## config.mk

```make
export PLATFORM = sky130hd
export DESIGN_NAME = result_display_sequencer_flat
export DESIGN_NICKNAME = d
export VERILOG_FILES = /design/src/rtl/result_display_sequencer_pkg.sv /design/src/rtl/result_display_sequencer_if.sv /design/src/rtl/result_display_sequencer_bin2bcd.sv /design/src/rtl/result_display_sequencer.sv /design/src/flat_wrapper.sv
export SDC_FILE = /design/constraint.sdc
export NUM_CORES = 1
export LEC_CHECK = 0
export CORE_AREA = 2 2 147 149
export DETAILED_ROUTE_END_ITERATION = 10
export DIE_AREA = 0 0 149 151
export PLACE_DENSITY = 0.77
export SYNTH_ARGS = -nofsm -noshare
export SYNTH_HDL_FRONTEND = slang
export SYNTH_SLANG_ARGS = --single-unit
export TNS_END_PERCENT = 50
```

## constraint.sdc

```tcl
create_clock -name clk -period 2.95 [get_ports clk]
set_input_delay 0.885 -clock clk [delete_from_list [all_inputs] [get_ports clk]]
set_output_delay 0.885 -clock clk [all_outputs]
set_load 0.02 [all_outputs]
```

## src/rtl/result_display_sequencer_pkg.sv

```systemverilog
// Shared types, constants and helpers for the result display sequencer:
// selection/state enums, the active-low 7-segment table and the
// double-dabble step used by the sequential binary-to-BCD converter.
package result_display_sequencer_pkg;

  typedef enum logic [2:0] {
    OP_SUMA  = 3'd0,
    OP_RESTA = 3'd1,
    OP_MULT  = 3'd2,
    OP_DIV   = 3'd3,
    OP_POW   = 3'd4
  } op_idx_t;

  typedef enum logic [1:0] {
    LOAD   = 2'd0,
    SHIFT  = 2'd1,
    COMMIT = 2'd2
  } conv_state_t;

  localparam int BIN_W      = 32;
  localparam int BCD_DIGITS = 10;
  localparam int BCD_W      = 4 * BCD_DIGITS;

  // Active-low segments {gfedcba}
  localparam logic [6:0] SEG_DIGIT [0:9] = '{
    7'h40, 7'h79, 7'h24, 7'h30, 7'h19,
    7'h12, 7'h02, 7'h78, 7'h00, 7'h10
  };
  localparam logic [6:0] SEG_DASH  = 7'b0111111;
  localparam logic [6:0] SEG_BLANK = 7'b1111111;

  // One decimal digit to its segment pattern; non-decimal codes blank.
  function automatic logic [6:0] seg_encode(input logic [3:0] nib);
    logic [6:0] seg;
    if (nib < 4'd10) begin
      seg = SEG_DIGIT[nib];
    end else begin
      seg = SEG_BLANK;
    end
    return seg;
  endfunction

  // One double-dabble iteration: +3 on every nibble >= 5, then shift in bit_in.
  function automatic logic [BCD_W-1:0] dabble_step(input logic [BCD_W-1:0] bcd,
                                                   input logic bit_in);
    logic [BCD_W-1:0] adj;
    adj = bcd;
    for (int i = 0; i < BCD_DIGITS; i++) begin
      if (adj[4*i +: 4] >= 4'd5) begin
        adj[4*i +: 4] = adj[4*i +: 4] + 4'd3;
      end else begin
        adj[4*i +: 4] = adj[4*i +: 4];
      end
    end
    return {adj[BCD_W-2:0], bit_in};
  endfunction

  // Next selection, wrapping from the last result back to the first.
  function automatic op_idx_t next_op(input op_idx_t op);
    op_idx_t nxt;
    case (op)
      OP_SUMA:  nxt = OP_RESTA;
      OP_RESTA: nxt = OP_MULT;
      OP_MULT:  nxt = OP_DIV;
      OP_DIV:   nxt = OP_POW;
      OP_POW:   nxt = OP_SUMA;
      default:  nxt = OP_SUMA;
    endcase
    return nxt;
  endfunction

endpackage

```

## src/rtl/result_display_sequencer_if.sv

```systemverilog
// Result-word bus from the data memory (RAM[2..6]) to the display sequencer.
interface result_display_sequencer_if;
  logic [31:0] result_suma;
  logic [31:0] result_resta;
  logic [31:0] result_mult;
  logic [31:0] result_div;
  logic [31:0] result_pow;

  modport master (
    output result_suma, result_resta, result_mult, result_div, result_pow
  );

  modport slave (
    input result_suma, result_resta, result_mult, result_div, result_pow
  );
endinterface

```

## src/rtl/result_display_sequencer_bin2bcd.sv

```systemverilog
// Sequential 32-bit binary to 10-digit BCD converter (double-dabble),
// one iteration per cycle. 'done' is high during the cycle whose clock
// edge performs the last iteration, so bcd is final right after it.
module bin2bcd_seq
  import result_display_sequencer_pkg::*;
(
  input  logic             clk,
  input  logic             rst_n,
  input  logic             start,
  input  logic             abort,
  input  logic [BIN_W-1:0] mag,
  output logic             busy,
  output logic             done,
  output logic [BCD_W-1:0] bcd
);

  logic [BIN_W-1:0] bin_r;
  logic [BCD_W-1:0] bcd_r;
  logic [4:0]       cnt_r;
  logic             busy_r;
  logic             done_r;

  // Load on start, drop on abort, otherwise run 32 shift/add iterations.
  always_ff @(posedge clk or negedge rst_n) begin
    if (!rst_n) begin
      bin_r  <= '0;
      bcd_r  <= '0;
      cnt_r  <= 5'd0;
      busy_r <= 1'b0;
      done_r <= 1'b0;
    end else if (start) begin
      bin_r  <= mag;
      bcd_r  <= '0;
      cnt_r  <= 5'd0;
      busy_r <= 1'b1;
      done_r <= 1'b0;
    end else if (abort) begin
      cnt_r  <= 5'd0;
      busy_r <= 1'b0;
      done_r <= 1'b0;
    end else if (busy_r) begin
      bcd_r  <= dabble_step(bcd_r, bin_r[BIN_W-1]);
      bin_r  <= {bin_r[BIN_W-2:0], 1'b0};
      cnt_r  <= cnt_r + 5'd1;
      done_r <= (cnt_r == 5'd30);
      if (cnt_r == 5'd31) begin
        busy_r <= 1'b0;
      end else begin
        busy_r <= 1'b1;
      end
    end else begin
      done_r <= 1'b0;
    end
  end

  assign busy = busy_r;
  assign done = done_r;
  assign bcd  = bcd_r;

endmodule

```

## src/rtl/result_display_sequencer.sv

```systemverilog
// Result display sequencer: debounced button selects one of five result
// words, which is continuously converted to decimal and shown on DIGITS
// active-low 7-segment displays with sign and overflow indicators.
module result_display_sequencer
  import result_display_sequencer_pkg::*;
#(
  parameter int DIGITS       = 4,
  parameter int DEBOUNCE_CYC = 500000,
  parameter int SIGNED_DISP  = 1
) (
  input  logic                      clk,
  input  logic                      rst_n,
  input  logic                      btn_next,
  result_display_sequencer_if.slave res_bus,
  output logic [DIGITS*7-1:0]       seg_n,
  output logic [2:0]                op_idx,
  output logic                      neg,
  output logic                      ovf,
  output logic                      busy
);

  localparam int CNT_W = (DEBOUNCE_CYC > 1) ? $clog2(DEBOUNCE_CYC) : 1;
  localparam logic [CNT_W-1:0] DB_LAST = CNT_W'(DEBOUNCE_CYC - 1);

  // Debounce / selection state
  logic             sync1_r;
  logic             sync2_r;
  logic             stable_r;
  logic [CNT_W-1:0] db_cnt_r;
  logic             step_r;
  op_idx_t          op_r;

  // Conversion state and registered display outputs
  conv_state_t          state_r;
  logic                 neg_snap_r;
  logic [DIGITS*7-1:0]  seg_r;
  logic                 neg_r;
  logic                 ovf_r;
  logic                 busy_r;

  // Combinational datapath
  logic [BIN_W-1:0]    sel_val_s;
  logic [BIN_W-1:0]    mag_s;
  logic                neg_in_s;
  logic                cvt_start_s;
  logic                cvt_abort_s;
  logic                cvt_busy_s;
  logic                cvt_done_s;
  logic [BCD_W-1:0]    bcd_s;
  logic                ovf_s;
  logic [DIGITS*7-1:0] seg_next_s;

  // Synchronise the raw button and accept a new level only after it has
  // differed from the accepted one for DEBOUNCE_CYC consecutive samples.
  always_ff @(posedge clk or negedge rst_n) begin
    if (!rst_n) begin
      sync1_r  <= 1'b0;
      sync2_r  <= 1'b0;
      stable_r <= 1'b0;
      db_cnt_r <= '0;
      step_r   <= 1'b0;
    end else begin
      sync1_r <= btn_next;
      sync2_r <= sync1_r;
      step_r  <= 1'b0;
      if (sync2_r != stable_r) begin
        if (db_cnt_r == DB_LAST) begin
          stable_r <= sync2_r;
          db_cnt_r <= '0;
          step_r   <= sync2_r;
        end else begin
          db_cnt_r <= db_cnt_r + CNT_W'(1'b1);
        end
      end else begin
        db_cnt_r <= '0;
      end
    end
  end

  // Advance the selection once per accepted press, wrapping after pow.
  always_ff @(posedge clk or negedge rst_n) begin
    if (!rst_n) begin
      op_r <= OP_SUMA;
    end else if (step_r) begin
      op_r <= next_op(op_r);
    end else begin
      op_r <= op_r;
    end
  end

  // Select the live result word and split it into magnitude and sign.
  always_comb begin
    case (op_r)
      OP_SUMA:  sel_val_s = res_bus.result_suma;
      OP_RESTA: sel_val_s = res_bus.result_resta;
      OP_MULT:  sel_val_s = res_bus.result_mult;
      OP_DIV:   sel_val_s = res_bus.result_div;
      OP_POW:   sel_val_s = res_bus.result_pow;
      default:  sel_val_s = res_bus.result_suma;
    endcase
    if ((SIGNED_DISP != 0) && sel_val_s[BIN_W-1]) begin
      mag_s    = ~sel_val_s + 32'd1;
      neg_in_s = 1'b1;
    end else begin
      mag_s    = sel_val_s;
      neg_in_s = 1'b0;
    end
  end

  // The converter snapshots the magnitude in LOAD; a selection step during
  // SHIFT throws the partial conversion away.
  assign cvt_start_s = (state_r == LOAD);
  assign cvt_abort_s = step_r && (state_r == SHIFT);

  bin2bcd_seq u_bin2bcd (
    .clk   (clk),
    .rst_n (rst_n),
    .start (cvt_start_s),
    .abort (cvt_abort_s),
    .mag   (mag_s),
    .busy  (cvt_busy_s),
    .done  (cvt_done_s),
    .bcd   (bcd_s)
  );

  // Overflow detection on hidden digits and segment encoding of shown ones.
  always_comb begin
    ovf_s = 1'b0;
    for (int i = DIGITS; i < BCD_DIGITS; i++) begin
      ovf_s = ovf_s | (bcd_s[4*i +: 4] != 4'd0);
    end
    seg_next_s = '1;
    for (int i = 0; i < DIGITS; i++) begin
      seg_next_s[7*i +: 7] = ovf_s ? SEG_DASH : seg_encode(bcd_s[4*i +: 4]);
    end
  end

  // Free-running LOAD -> SHIFT -> COMMIT loop; display registers change only in COMMIT.
  always_ff @(posedge clk or negedge rst_n) begin
    if (!rst_n) begin
      state_r    <= LOAD;
      neg_snap_r <= 1'b0;
      seg_r      <= '1;
      neg_r      <= 1'b0;
      ovf_r      <= 1'b0;
      busy_r     <= 1'b0;
    end else begin
      case (state_r)
        LOAD: begin
          neg_snap_r <= neg_in_s;
          if (step_r) begin
            // Selection changes this edge: reload with the new word.
            state_r <= LOAD;
            busy_r  <= 1'b0;
          end else begin
            state_r <= SHIFT;
            busy_r  <= 1'b1;
          end
        end
        SHIFT: begin
          if (step_r) begin
            state_r <= LOAD;
            busy_r  <= 1'b0;
          end else if (cvt_done_s) begin
            state_r <= COMMIT;
            busy_r  <= 1'b1;
          end else if (!cvt_busy_s) begin
            // Converter idle without finishing: restart rather than stall.
            state_r <= LOAD;
            busy_r  <= 1'b0;
          end else begin
            state_r <= SHIFT;
            busy_r  <= 1'b1;
          end
        end
        COMMIT: begin
          seg_r   <= seg_next_s;
          neg_r   <= neg_snap_r && (bcd_s != '0);
          ovf_r   <= ovf_s;
          state_r <= LOAD;
          busy_r  <= 1'b0;
        end
        default: begin
          state_r <= LOAD;
          busy_r  <= 1'b0;
        end
      endcase
    end
  end

  assign seg_n  = seg_r;
  assign op_idx = op_r;
  assign neg    = neg_r;
  assign ovf    = ovf_r;
  assign busy   = busy_r;

endmodule
```

## src/flat_wrapper.sv

```systemverilog
// flat-port wrapper written by rule: the top's interface ports become plain ports
module result_display_sequencer_flat import result_display_sequencer_pkg::*;
#(
  parameter int DIGITS       = 4,
  parameter int DEBOUNCE_CYC = 500000,
  parameter int SIGNED_DISP  = 1
)
  (clk, rst_n, btn_next, seg_n, op_idx, neg, ovf, busy, res_bus_result_suma, res_bus_result_resta, res_bus_result_mult, res_bus_result_div, res_bus_result_pow);
  result_display_sequencer_if res_bus_i ();
  input  logic clk;
  input  logic rst_n;
  input  logic btn_next;
  output logic [DIGITS*7-1:0] seg_n;
  output logic [2:0] op_idx;
  output logic neg;
  output logic ovf;
  output logic busy;
  input wire logic [$bits(res_bus_i.result_suma)-1:0] res_bus_result_suma;
  input wire logic [$bits(res_bus_i.result_resta)-1:0] res_bus_result_resta;
  input wire logic [$bits(res_bus_i.result_mult)-1:0] res_bus_result_mult;
  input wire logic [$bits(res_bus_i.result_div)-1:0] res_bus_result_div;
  input wire logic [$bits(res_bus_i.result_pow)-1:0] res_bus_result_pow;
  assign res_bus_i.result_suma = res_bus_result_suma;
  assign res_bus_i.result_resta = res_bus_result_resta;
  assign res_bus_i.result_mult = res_bus_result_mult;
  assign res_bus_i.result_div = res_bus_result_div;
  assign res_bus_i.result_pow = res_bus_result_pow;
  result_display_sequencer #(.DIGITS(DIGITS), .DEBOUNCE_CYC(DEBOUNCE_CYC), .SIGNED_DISP(SIGNED_DISP)) u_core (.clk(clk), .rst_n(rst_n), .btn_next(btn_next), .res_bus(res_bus_i), .seg_n(seg_n), .op_idx(op_idx), .neg(neg), .ovf(ovf), .busy(busy));
endmodule
```

==> results.yml, run 1 <==
floorplan:
  rows: 53
  fp.dieArea_sq_um: 22500
  pin_count: 197
  die_w_microns: 149
  start_util: 0.477
  coreArea_sq_um: 20800
  die_h_microns: 151
yosys:
  synth_cell_types: 74
  synth_seq_area_share: 0.354
  synth_top_area_share: 0.280
  yosys_warnings: 0
  ys.flop_type: "dfrtp_1"
  synth_fp_nets: 1381
  synth_edf_count: 0
  synth_area_leaders: "dfrtp_1, dfstp_2, nand2_1"
  ys_ff_latch: 139
  synth_top_cell_by_area: "dfrtp_1"
  syn_area_sq_um: 9940
  syn_area_per_cell_sq_um: 8.45
  async_flop_share: 1.00
  syn-instance-count: 1176
cts:
  cts.clk_slew.worst_paths_ns: 0.06
  cts_tree: "done"
  insertion_delay_ns: 0.43
  cts_sinks: 139
  cts-root-buf: "clkbuf_16"
  cts_max_level: 4
  cts_buffer_depth: 2
  numCtsBuffers: 17
critical_path:
  slowest_delay_ns: 0.47
  r2r_setup_slack_ns: 0.10
  path_max_fanout: 4
  arrival_ns: 3.22
  crit_top_cell: "a21oi_1"
  rr_worst_depth: 9
  critical_path.cell_chain: "clkdlybuf4s50_1 > mux4_2 > nor2_1 > a21oi_1 > nand4b_1 > nor4_2 > a41oi_1 > xor2_1 > a21oi_1"
  cp.required_ns: 3.30
  endpoint_kind: "flip-flop"
  crit_path_start_kind: "input port"
  slowest_stage: "mux4_2"
  worstSetupPathType: "input port to flip-flop"
drt:
  via_per_inst: 5.60
  wl_mm: 26.3
  wl_met2_mm: 13.1
  routedWlPerCell_microns: 15.7
  vias: 9401
  highest_layer: "met4"
  wl_met1_mm: 11.1
  drc_errors: 0
  wl_met3_mm: 1.45
  antenna_left: 0
  first_pass_iters: 5
  drtIter0Drc: 534
power_and_ir_drop:
  ir_drop_v: 0.000354
  total_power_uw: 5910
  p_per_area_nw_per_um2: 447
  leakage_uw: 0.00547
final_layout:
  drive_above_1_share: 0.135
  finish.instance_area_sq_um: 13200
  area_delta_synth_final_pct: 32.9
  diodes: 0
  multi_input_area_sq_um: 5990
  register_area_sq_um: 3520
  final_cell_mix: "clkdlybuf4s50_1, nand2_1, dfrtp_1, a21oi_1, nor2_1"
  final_common_cell: "clkdlybuf4s50_1"
  fill_cells: 1784
  nets: 1595
sta:
  setup-violations-final: 0
  fmax_mhz: 349
  final_max_slew_viol_count: 0
  timing.hold.ws_ns: 0.352
  worst_slack_ns: 0.0840
  maxSlewHeadroom: 0.500
  skew_ns: 0.00889
  tightestPinTransition_ns: 0.750
  fin_crit_ns: 2.87
  hold_viol_final: 0
  fin_crit_sh: 0.972
placement:
  dpl.hpwl_mm: 19.5
  pre_cts_slack_ns: -0.586
  io_buffer_count: 196
  placed_cell_area_sq_um: 12500
  gp_congestion: 0.909
outcome:
  status: "complete, no violations"
run:
  drv_cap: 0
global_route:
  antenna_found_initial: 0
  grt_pass1_vias: 9285
  grt_pass1_wl_mm: 44.0
  grt_start_max_net_pins: 63
  grt_overflow: 0
  grt_usage: 0.241
min_path:
  hold_class: "flip-flop to flip-flop"
  min_path_cells: 0
-- area by class of cell --
class,instances,area share
sequential,139,0.266
multi-input combinational,920,0.454
clock inverter,12,0.00739
tap,275,0.0261
clock buffer,20,0.0353
inverter,40,0.0114
timing repair buffer,272,0.200
-- report_power, final --
| group | internal (uW) | switching (uW) | leakage, uW |
|---|---|---|---|
| clock | 1210 | 804 | 0.000273 |
| sequential | 2070 | 252 | 0.00173 |
| combinational | 786 | 780 | 0.00347 |
| total | 4070 | 1840 | 0.00547 |
-- state kept, by name, indices dropped and copies added (netlist names), 2 cells and up --
name                    cells
u_core.state_r              2
u_core.u_bin2bcd.cnt_r      5
u_core.u_bin2bcd.bcd       40
u_core.u_bin2bcd.bin_r     32
u_core.op_idx               3
u_core.db_cnt_r            19
u_core.seg_n               28
-- path summary, 6_finish.rpt --
path	end	from
hold / removal	u_core.sync2_r	u_core.sync1_r
hold reg to reg	u_core.sync2_r	u_core.sync1_r
min in group asynchronous	u_core.u_bin2bcd.bcd[2]	rst_n
setup / recovery	u_core.u_bin2bcd.bin_r[27]	res_bus_result_suma[19]
setup reg to reg	u_core.u_bin2bcd.bin_r[27]	u_core.op_idx[2]
max in group asynchronous	u_core.op_idx[2]	rst_n
-- Yosys cell counts, types with 5 or more instances --
cell type  instances
nand2_1          161
dfrtp_1          111
a21oi_1          104
nor2_1            98
o21ai_0           72
clkbuf_1          44
ha_1              42
inv_1             40
mux2i_1           39
xor2_1            37
nand3_1           33
nand2b_1          31
and3_1            30
dfstp_2           28
nor2b_1           28
xnor2_1           26
nor3_1            22
a211oi_1          20
a31oi_1           20
nor3b_1           17
buf_4             13
buf_2             11
o211ai_1          10
o21a_1             9
a41oi_1            8
nor4b_1            8
o21ai_1            8
a22oi_1            6
and2_1             6
buf_6              6
nand4_1            6
a221oi_1           5
-- timing repair --
item | CTS | global route
pin swaps | 5 | 12
hold buffers | 0 | 0
resized for setup | 6 | 20
setup endpoints to repair | 8 | 14
setup buffers | 1 | 5
-- per-stage QoR --
stage	util	std cells	setup TNS, ns
after floorplan	-	1176	0
after global placement	0.599	1640	-6.44
after detailed placement	0.599	1640	-7.83
after CTS	0.628	1673	-0.00440
after global routing	0.634	1678	-0.0202
final	0.634	1678	0
-- worst max-delay path: cells and delay by family --
family | cells | cell delay (ns)
compound gates | 3 | 0.42
xor+xnor | 1 | 0.20
buf+inv | 1 | 0.42
mux | 1 | 0.47
simple gates | 3 | 0.83
-- logic make-up (layout without fill, tap and decap cells) --
logic type	count (synthesis)	after routing	share of synthesized area
compound gates	298	298	0.189
buf+inv	117	344	0.0550
xor+xnor	63	63	0.0555
fa+ha+maj	42	42	0.0529
flops	139	139	0.354
simple gates	468	468	0.239
mux	49	49	0.0552
-- metal layers --
metal,global-route usage,vias up
met5,0,-
li1,-,4570
met4,0.0900,0
met3,0.0521,59
met2,0.425,302
met1,0.291,4470
Note: power is estimated with default switching activity, not from simulation.
==> run 2, diff against run 1 <==
--- a/config.mk
+++ b/config.mk
@@ -5,9 +5,10 @@
 export SDC_FILE = /design/constraint.sdc
 export NUM_CORES = 1
 export LEC_CHECK = 0
-export CORE_AREA = 2 2 147 149
+export CORE_AREA = 2 2 133 135
 export DETAILED_ROUTE_END_ITERATION = 10
-export DIE_AREA = 0 0 149 151
+export DIE_AREA = 0 0 135 137
+export DONT_BUFFER_PORTS = 1
 export PLACE_DENSITY = 0.77
 export SYNTH_ARGS = -nofsm -noshare
 export SYNTH_HDL_FRONTEND = slang
==> results.yml, run 2 (synthesis results as in run 1) <==
final_layout:
  fill_cells: 1384
  largest_reg_flops: 40
  final_util: 0.642
  final_cell_mix: "nand2_1, dfrtp_1, a21oi_1, nor2_1, o21ai_0"
  nets: 1373
  area_delta_synth_final_pct: 10.1
  drive_above_1_share: 0.134
  finish.instance_area_sq_um: 10900
  final_common_cell: "nand2_1"
drt:
  drtIter0Drc: 674
  vias: 8532
  via_per_inst: 6.06
  antenna_left: 0
  routedWlPerCell_microns: 17.5
  wl_mm: 24.6
  first_pass_iters: 5
  drc_errors: 0
critical_path:
  path_max_fanout: 22
  slowest_stage: "dfrtp_4"
  arrival_ns: 3.14
  slowest_delay_ns: 0.59
  worst-path-stages: 10
  critical_path_buf_inv_count: 2
  worstSetupPathType: "flip-flop to flip-flop"
  cp_top_family: "compound AO/OA/AOI/OAI gates"
  crit_path_start_kind: "flip-flop"
  critical_path.cell_chain: "buf_12 > and2_1 > a222oi_1 > o2111ai_1 > nand2_1 > nor3b_4 > buf_4 > a41oi_1 > xor2_1 > a21oi_1"
  rr_worst_depth: 10
  endpoint_kind: "flip-flop"
  cp.required_ns: 3.26
floorplan:
  die_w_microns: 135
  start_util: 0.583
  coreArea_sq_um: 17100
  fp.dieArea_sq_um: 18500
  pin_count: 197
  rows: 48
  die_h_microns: 137
sta:
  skew_ns: 0.00790
  final_max_slew_viol_count: 0
  maxSlewHeadroom: 0.530
  fin_crit_sh: 0.961
  tightestPinTransition_ns: 0.704
  hold_viol_final: 0
  timing.hold.ws_ns: 0.156
  fmax_mhz: 353
  fin_crit_ns: 2.84
  setup-violations-final: 0
  worst_slack_ns: 0.115
cts:
  cts_tree: "done"
  cts_max_level: 4
  cts.clk_slew.worst_paths_ns: 0.06
  cts_sinks: 139
  numCtsBuffers: 17
  insertion_delay_ns: 0.42
  cts-root-buf: "clkbuf_16"
  cts_buffer_depth: 2
power_and_ir_drop:
  p_per_area_nw_per_um2: 520
  ir_drop_v: 0.000393
  leakage_uw: 0.00453
placement:
  gp_congestion: 0.918
  io_buffer_count: 0
  dpl.hpwl_mm: 17.9
  placed_cell_area_sq_um: 10200
  pre_cts_slack_ns: -0.122
outcome:
  status: "complete, no violations"
min_path:
  hold_class: "input port to async pin"
global_route:
  grt_usage: 0.269
  antenna_found_initial: 3
  grt_overflow: 0
  grt_start_max_net_pins: 140
  grt_pass1_wl_mm: 40.0
  grt_pass1_vias: 8091
run:
  drv_cap: 0
[run 2: cell types whose count changed in the layout (fill, tap and decap cells not counted), sizes merged]
cell	previous run	this run
buf	77	50
clkbuf	20	24
clkdlybuf4s50	188	0
clkinv	8	6
clkinvlp	3	1
diode	0	3
dlymetal6s2s	7	0
[run 2: layout make-up]
| type | instances | area (sq um) | area share |
|---|---|---|---|
| multi-input cells | 920 | 5950 | 0.544 |
| well taps | 225 | 282 | 0.0257 |
| repair buffers | 50 | 428 | 0.0391 |
| clock inverters | 8 | 82.6 | 0.00755 |
| clock buffers | 24 | 523 | 0.0478 |
| inverters | 40 | 150 | 0.0137 |
| diodes | 3 | 7.51 | 0.000686 |
| flip-flops and latches | 139 | 3520 | 0.322 |
[run 2: worst paths after layout]
| check | startpoint | to | slack, ns |
|---|---|---|---|
| setup / recovery | u_core.op_idx[2] | u_core.u_bin2bcd.bin_r[23] | 0.11 |
| hold / removal | rst_n | u_core.u_bin2bcd.bcd[35] | 0.16 |
| setup reg to reg | u_core.op_idx[2] | u_core.u_bin2bcd.bin_r[23] | 0.11 |
| hold reg to reg | u_core.sync1_r | u_core.sync2_r | 0.36 |
| max in group asynchronous | rst_n | u_core.seg_n[1] | 2.49 |
| min in group clk | u_core.sync1_r | u_core.sync2_r | 0.36 |
[run 2: metal layers]
metal	vias up	track usage	routed length (microns)
li1	4133	-	-
met1	4040	0.332	9970
met2	308	0.454	12000
met3	51	0.0548	1640
met4	0	0.127	1050
met5	-	0	0
[run 2: metrics by stage]
| stage | total power (uW) | setup TNS, ns | instances |
|---|---|---|---|
| after detailed placement | 3550 | -0.897 | 1371 |
| after CTS | 5710 | 0 | 1403 |
| after global placement | 3520 | -0.0102 | 1371 |
| after floorplan | 3310 | 0 | 1176 |
| final | 5690 | 0 | 1409 |
| after global routing | 6030 | -0.00594 | 1409 |
[run 2: power breakdown]
| group | leakage, uW | total (uW) | internal, uW | switching (uW) |
|---|---|---|---|---|
| Combinational | 0.00250 | 1210 | 545 | 662 |
| Sequential | 0.00173 | 2360 | 2070 | 284 |
| Clock | 0.000298 | 2130 | 1320 | 804 |
[run 2: timing repair]
action | in CTS | in global routing
resized for setup | 0 | 13
endpoints found under the setup margin | 0 | 16
hold buffers | 0 | 0
buffers inserted | 0 | 3
